$ cat src/rtl/tmds_rx_word_align_if.sv
// Chunk-in / character-out bus of one TMDS receive channel's word aligner.
// din_vld qualifies din with no backpressure; dout_vld is a one-cycle strobe that qualifies dout and is_token.
interface tmds_rx_word_align_if;
  logic [4:0] din;
  logic       din_vld;
  logic       force_resync;
  logic [9:0] dout;
  logic       dout_vld;
  logic       is_token;
  logic       aligned;
  logic [3:0] offset;
  logic [1:0] state;

  modport master (
    output din, din_vld, force_resync,
    input  dout, dout_vld, is_token, aligned, offset, state
  );

  modport slave (
    input  din, din_vld, force_resync,
    output dout, dout_vld, is_token, aligned, offset, state
  );
endinterface

$ cat src/rtl/tmds_rx_word_align.sv
// Assembles 5-bit deserializer chunks into 10-bit TMDS characters and hunts for the
// bit offset at which control tokens appear, holding lock until tokens stop arriving.
module tmds_rx_word_align #(
  parameter int TOKEN_COUNT  = 32,
  parameter int SEARCH_WORDS = 2048,
  parameter int LOSS_WORDS   = 16384
) (
  input logic pclkx2,
  input logic rstin,
  tmds_rx_word_align_if.slave bus
);
  localparam int TOK_W  = (TOKEN_COUNT  > 1) ? $clog2(TOKEN_COUNT)  : 1;
  localparam int SRCH_W = (SEARCH_WORDS > 1) ? $clog2(SEARCH_WORDS) : 1;
  localparam int LOSS_W = (LOSS_WORDS   > 1) ? $clog2(LOSS_WORDS)   : 1;
  localparam logic [TOK_W-1:0]  TOK_LAST  = TOK_W'(TOKEN_COUNT - 1);
  localparam logic [SRCH_W-1:0] SRCH_LAST = SRCH_W'(SEARCH_WORDS - 1);
  localparam logic [LOSS_W-1:0] LOSS_LAST = LOSS_W'(LOSS_WORDS - 1);

  typedef enum logic [1:0] {SEARCH = 2'd0, CHECK = 2'd1, LOCKED = 2'd2} state_t;

  state_t            state, state_nxt;
  logic [3:0]        offset, offset_nxt;
  logic [SRCH_W-1:0] srch_cnt, srch_cnt_nxt;
  logic [TOK_W-1:0]  tok_cnt, tok_cnt_nxt;
  logic [LOSS_W-1:0] loss_cnt, loss_cnt_nxt;
  logic              aligned, aligned_nxt;

  logic [19:0] hist;
  logic        phase;
  logic [9:0]  dout;
  logic        dout_vld;
  logic        is_token;

  logic [19:0] new_hist;
  logic [9:0]  w;
  logic        w_tok;
  logic        word_evt;
  logic        srch_wrap;

  function automatic logic [3:0] offset_inc(input logic [3:0] o);
    return (o == 4'd9) ? 4'd0 : o + 4'd1;
  endfunction

  // Candidate word is taken from the post-shift history so the completing chunk is included.
  always_comb begin
    new_hist  = {bus.din, hist[19:5]};
    w         = 10'(new_hist >> offset);
    w_tok     = (w == 10'h354) || (w == 10'h0AB) || (w == 10'h154) || (w == 10'h2AB);
    word_evt  = bus.din_vld && phase;
    srch_wrap = (srch_cnt == SRCH_LAST);
  end

  always_comb begin
    state_nxt    = state;
    offset_nxt   = offset;
    srch_cnt_nxt = srch_cnt;
    tok_cnt_nxt  = tok_cnt;
    loss_cnt_nxt = loss_cnt;
    aligned_nxt  = aligned;
    if (bus.force_resync) begin
      state_nxt    = SEARCH;
      offset_nxt   = 4'd0;
      srch_cnt_nxt = '0;
      tok_cnt_nxt  = '0;
      loss_cnt_nxt = '0;
      aligned_nxt  = 1'b0;
    end else if (word_evt) begin
      unique case (state)
        SEARCH: begin
          if (w_tok) begin
            tok_cnt_nxt = TOK_W'(1);
            state_nxt   = CHECK;
          end else begin
            srch_cnt_nxt = srch_wrap ? '0 : srch_cnt + 1'b1;
            if (srch_wrap) offset_nxt = offset_inc(offset);
          end
        end
        CHECK: begin
          if (w_tok) begin
            if (tok_cnt == TOK_LAST) begin
              tok_cnt_nxt  = '0;
              loss_cnt_nxt = '0;
              aligned_nxt  = 1'b1;
              state_nxt    = LOCKED;
            end else begin
              tok_cnt_nxt = tok_cnt + 1'b1;
            end
          end else begin
            // The aborting word still counts toward the search dwell, so false tokens cannot pin the offset.
            tok_cnt_nxt  = '0;
            state_nxt    = SEARCH;
            srch_cnt_nxt = srch_wrap ? '0 : srch_cnt + 1'b1;
            if (srch_wrap) offset_nxt = offset_inc(offset);
          end
        end
        LOCKED: begin
          if (w_tok) begin
            loss_cnt_nxt = '0;
          end else if (loss_cnt == LOSS_LAST) begin
            state_nxt    = SEARCH;
            aligned_nxt  = 1'b0;
            offset_nxt   = offset_inc(offset);
            srch_cnt_nxt = '0;
          end else begin
            loss_cnt_nxt = loss_cnt + 1'b1;
          end
        end
        default: state_nxt = SEARCH;
      endcase
    end
  end

  always_ff @(posedge pclkx2 or posedge rstin) begin
    if (rstin) begin
      state    <= SEARCH;
      offset   <= 4'd0;
      srch_cnt <= '0;
      tok_cnt  <= '0;
      loss_cnt <= '0;
      aligned  <= 1'b0;
    end else begin
      state    <= state_nxt;
      offset   <= offset_nxt;
      srch_cnt <= srch_cnt_nxt;
      tok_cnt  <= tok_cnt_nxt;
      loss_cnt <= loss_cnt_nxt;
      aligned  <= aligned_nxt;
    end
  end

  always_ff @(posedge pclkx2 or posedge rstin) begin
    if (rstin) begin
      hist     <= 20'd0;
      phase    <= 1'b0;
      dout     <= 10'd0;
      dout_vld <= 1'b0;
      is_token <= 1'b0;
    end else begin
      if (bus.din_vld) begin
        hist  <= new_hist;
        phase <= ~phase;
      end
      dout_vld <= word_evt;
      if (word_evt) begin
        dout     <= w;
        is_token <= w_tok;
      end
    end
  end

  assign bus.dout     = dout;
  assign bus.dout_vld = dout_vld;
  assign bus.is_token = is_token;
  assign bus.aligned  = aligned;
  assign bus.offset   = offset;
  assign bus.state    = state;
endmodule

$ cat src/flat_wrapper.sv
// flat-port wrapper written by rule: the top's interface ports become plain ports
module tmds_rx_word_align_flat 
#(
  parameter int TOKEN_COUNT  = 32,
  parameter int SEARCH_WORDS = 2048,
  parameter int LOSS_WORDS   = 16384
)
  (pclkx2, rstin, bus_din, bus_din_vld, bus_force_resync, bus_dout, bus_dout_vld, bus_is_token, bus_aligned, bus_offset, bus_state);
  tmds_rx_word_align_if bus_i ();
  input logic pclkx2;
  input logic rstin;
  input wire logic [$bits(bus_i.din)-1:0] bus_din;
  input wire logic [$bits(bus_i.din_vld)-1:0] bus_din_vld;
  input wire logic [$bits(bus_i.force_resync)-1:0] bus_force_resync;
  output wire logic [$bits(bus_i.dout)-1:0] bus_dout;
  output wire logic [$bits(bus_i.dout_vld)-1:0] bus_dout_vld;
  output wire logic [$bits(bus_i.is_token)-1:0] bus_is_token;
  output wire logic [$bits(bus_i.aligned)-1:0] bus_aligned;
  output wire logic [$bits(bus_i.offset)-1:0] bus_offset;
  output wire logic [$bits(bus_i.state)-1:0] bus_state;
  assign bus_i.din = bus_din;
  assign bus_i.din_vld = bus_din_vld;
  assign bus_i.force_resync = bus_force_resync;
  assign bus_dout = bus_i.dout;
  assign bus_dout_vld = bus_i.dout_vld;
  assign bus_is_token = bus_i.is_token;
  assign bus_aligned = bus_i.aligned;
  assign bus_offset = bus_i.offset;
  assign bus_state = bus_i.state;
  tmds_rx_word_align #(.TOKEN_COUNT(TOKEN_COUNT), .SEARCH_WORDS(SEARCH_WORDS), .LOSS_WORDS(LOSS_WORDS)) u_core (.pclkx2(pclkx2), .rstin(rstin), .bus(bus_i));
endmodule
$ cat config.mk
export PLATFORM = sky130hd
export DESIGN_NAME = tmds_rx_word_align_flat
export DESIGN_NICKNAME = d
export VERILOG_FILES = /design/src/rtl/tmds_rx_word_align_if.sv /design/src/rtl/tmds_rx_word_align.sv /design/src/flat_wrapper.sv
export SDC_FILE = /design/constraint.sdc
export NUM_CORES = 1
export LEC_CHECK = 0
export CORE_MARGIN = 1.5
export CORE_UTILIZATION = 56
export CTS_CLUSTER_SIZE = 16
export DETAILED_ROUTE_END_ITERATION = 10
export DONT_BUFFER_PORTS = 1
export PLACE_DENSITY_LB_ADDON = 0.08
export SETUP_SLACK_MARGIN = 0.15
export SLEW_MARGIN = 20
export SYNTH_ARGS = -nofsm -noshare
export SYNTH_HDL_FRONTEND = slang
export SYNTH_SLANG_ARGS = --single-unit
$ cat constraint.sdc
create_clock -name pclkx2 -period 3.07 [get_ports pclkx2]
set_clock_uncertainty 0.05 [all_clocks]
set_input_delay 0.7675 -clock pclkx2 [delete_from_list [all_inputs] [get_ports pclkx2]]
set_output_delay 0.7675 -clock pclkx2 [all_outputs]
set_load 0.02 [all_outputs]
==> results of run 1 <==
[repair_timing]
item	in CTS	in global routing
pin swaps	3	1
setup endpoints to repair	37	38
endpoints found under the hold margin	0	0
hold buffers	0	0
gates resized for setup	10	4
buffers inserted	2	2
[worst max-delay path by stage]
| stage | endpoint | slack [ns] | cells after the start |
|---|---|---|---|
| 2_1_floorplan | u_core.bus.offset[1] | -0.11 | 9 |
| 3_3_place_gp | u_core.bus.aligned | -0.20 | 9 |
| 3_5_place_dp | u_core.bus.aligned | -0.29 | 9 |
| 4_1_cts | u_core.tok_cnt[0] | -0.06 | 10 |
| 5_1_grt | u_core.bus.aligned | -0.20 | 10 |
| 6_report | u_core.tok_cnt[0] | -0.09 | 11 |
[cell type report]
class | count | share of cell area
Clock inverter | 5 | 0.0118
Timing Repair Buffer | 51 | 0.0927
Sequential cell | 65 | 0.349
Clock buffer | 11 | 0.0303
Tap cell | 96 | 0.0257
Inverter | 8 | 0.00643
Multi-Input combinational cell | 287 | 0.485
[cell usage after synthesis, drive strengths merged (8+ instances only)]
library cell,n
nand3,23
nand2b,12
mux2,18
a21oi,13
nand4,8
clkbuf,15
nor2,29
mux4,23
xor2,8
dfrtp,65
inv,8
buf,9
nand2,39
o21ai,30
[registers in the layout, indices dropped and copies added (netlist names)]
name,count
u_core.phase,1
u_core.bus.offset,4
u_core.tok_cnt,5
u_core.bus.dout,10
u_core.hist,15
u_core.loss_cnt,14
u_core.bus.aligned,1
u_core.bus.is_token,1
u_core.bus.dout_vld,1
u_core.bus.state,2
u_core.srch_cnt,11
[power groups by stage]
stage	Sequential (mW)	Clock, mW	Combinational, mW
after CTS	1.20	0.753	1.05
after detailed placement	1.22	0	1.02
after global placement	1.21	0	1.00
after global routing	1.22	0.792	1.17
final	1.20	0.736	1.08
after floorplan	1.18	0	0.684
[kinds of logic (layout without fill, tap and decap cells)]
family | Yosys count | count (layout) | synth area share
AND/OR/NAND/NOR | 151 | 151 | 0.199
AO/OA/AOI/OAI | 76 | 76 | 0.122
flip-flops | 65 | 65 | 0.410
multiplexers | 45 | 45 | 0.192
buffers and inverters | 32 | 75 | 0.0372
XOR/XNOR | 9 | 9 | 0.0199
adder cells (fa/ha/maj) | 6 | 6 | 0.0189
[worst max-delay path: cells and delay by family (launching register included)]
| kind | cells | cell delay (ns) |
|---|---|---|
| multiplexers | 3 | 0.88 |
| AND/OR/NAND/NOR | 3 | 0.80 |
| AO/OA/AOI/OAI | 2 | 0.50 |
| buffers and inverters | 3 | 0.46 |
| flip-flops | 1 | 0.39 |
[stage by stage]
| stage | util | std cells | TNS (ns) | worst slack, ns | cell area, µm² |
|---|---|---|---|---|---|
| 3_5_place_dp | 0.641 | 503 | -8.56 | -0.293 | 4380 |
| 6_report | 0.684 | 523 | -0.770 | -0.0905 | 4670 |
| 5_1_grt | 0.684 | 523 | -4.43 | -0.198 | 4670 |
| 4_1_cts | 0.678 | 521 | -0.620 | -0.0643 | 4630 |
| 2_1_floorplan | - | 384 | -2.24 | -0.108 | 3980 |
| 3_3_place_gp | 0.641 | 503 | -5.67 | -0.204 | 4380 |
[metal layers]
| metal | vias up | GRT usage | routed length (µm) |
|---|---|---|---|
| met1 | 1562 | 0.360 | 4080 |
| met5 | - | 0 | 0 |
| li1 | 1508 | - | - |
| met2 | 114 | 0.374 | 3910 |
| met3 | 15 | 0.0787 | 612 |
| met4 | 0 | 0.0664 | 139 |
==> impl_metrics.json, run 1 <==
{
  "max_slew.worst_pin.slew_ns": 0.464,
  "max-cap-violations": 0,
  "r2r_end": "u_core.tok_cnt[0]",
  "synth.distinct_cells": 53,
  "diodes": 0,
  "syn2layout_area_growth_pct": 17.8,
  "clkLatencyLatePin_ns": 0.35,
  "htree_levels": 3,
  "grt_usage": 0.252,
  "wl_mm": 8.75,
  "p_sw_mw": 1.03,
  "grt_pass1_vias": 3047,
  "crit_slowest_cell": "or4b_4",
  "gp_congestion": 0.853,
  "multi_input_area_um2": 2260,
  "core_area_um2": 6830,
  "hold_violations": 0,
  "mostFrequentLayoutCells": "64 x dfrtp_1, 47 x buf_4, 38 x nand2_1",
  "post-route-period-util": 1.03,
  "worst-r2r-cell-count": 11,
  "violations": "setup timing",
  "grt_max_degree": 66,
  "syn_area_per_cell_um2": 10.3,
  "p_clk_frac": 0.245,
  "slowest_delay_ns": 0.56,
  "synth_edf_count": 0,
  "hold_path_class": "in -> async",
  "path_class": "reg -> reg",
  "die_w_um": 87.1,
  "critPathRequiredTime_ns": 3.29,
  "antenna_left": 0,
  "core.rowCount": 30,
  "remaining_drc_errors": 0,
  "regArea_um2": 1630,
  "cts.sinks": 65,
  "fin_nets": 437,
  "seq_power_share": 0.398,
  "ys.flop_type": "dfrtp_1",
  "ff2ff_setup_slack_ns": -0.09,
  "p_int_mw": 1.98,
  "synthCells": 384,
  "grt-ovfl-total": 0,
  "p_total_mw": 3.01,
  "final_common_cell": "dfrtp_1",
  "maxSlewHeadroom": 0.690,
  "power_frac_comb": 0.358,
  "synth_top_area_share": 0.410,
  "yosysTopAreaCell": "dfrtp_1",
  "swShare": 0.342,
  "root_buffer": "clkbuf_8",
  "syn_area_um2": 3960,
  "portBuffers": 0,
  "drive_gt1_frac": 0.304,
  "cts_buffers": 9,
  "synth-seq-area-share": 0.410,
  "ir_drop_mv": 0.396,
  "yosysWarnings": 0,
  "min_period_ns": 3.16,
  "critPathMaxFanout": 14,
  "crit_path_start_kind": "flip-flop",
  "rr_startpoint": "u_core.bus.offset[1]",
  "via_per_inst": 6.12,
  "vias": 3199,
  "grt_pass1_wl_mm": 14.9,
  "nFillCells": 525,
  "wl_per_cell_um": 16.7,
  "crit_chain": "buf_12, buf_4, mux2i_2, mux2i_1, mux4_2, or4b_4, o22a_4, buf_12, nor3_4, nor2_1, a211oi_2",
  "drt_iter0_drc": 289,
  "synth_nets": 399,
  "status": "finished, violations left",
  "crit_top_cell": "buf_12",
  "clk_pin_slew_ns": 0.07,
  "die_area_um2": 7590,
  "die_h_um": 87.1,
  "setup_viol": 24,
  "ioPinCount": 28,
  "end_kind": "flip-flop",
  "slew_viol_final": 0,
  "dr.pass1.iters": 5,
  "p_per_area_nw_per_um2": 644,
  "crit_start": "u_core.bus.offset[1]",
  "post-dp-hpwl_mm": 6.13,
  "antenna_found_initial": 0,
  "max_freq_ghz": 0.316,
  "cp.arrival_ns": 3.38,
  "leakagePower_nw": 1.91,
  "async_reset_ff_frac": 1.00,
  "cts_tree": "yes",
  "clk_path_buf_depth": 2,
  "layout_setup_ws_ns": -0.0905,
  "floorplan.initialDensity": 0.580,
  "rsz0062_at_grt": "true",
  "hold_ws_ns": 0.318,
  "ys_ff_latch": 65,
  "ys_top_cells_by_area": "dfrtp_1 41%, mux4_2 13%, mux2_2 5.1%"
}
Note: power is estimated with default switching activity, not from simulation.
==> run 2: changes to the inputs <==
--- a/config.mk
+++ b/config.mk
@@ -7,6 +7,7 @@
 export LEC_CHECK = 0
 export CORE_MARGIN = 1.5
 export CORE_UTILIZATION = 56
+export CTS_CLUSTER_DIAMETER = 150
 export CTS_CLUSTER_SIZE = 16
 export DETAILED_ROUTE_END_ITERATION = 10
 export DONT_BUFFER_PORTS = 1
==> results of run 2 <==
Same layout as run 1: the final DEF is identical, and so are final timing and power.
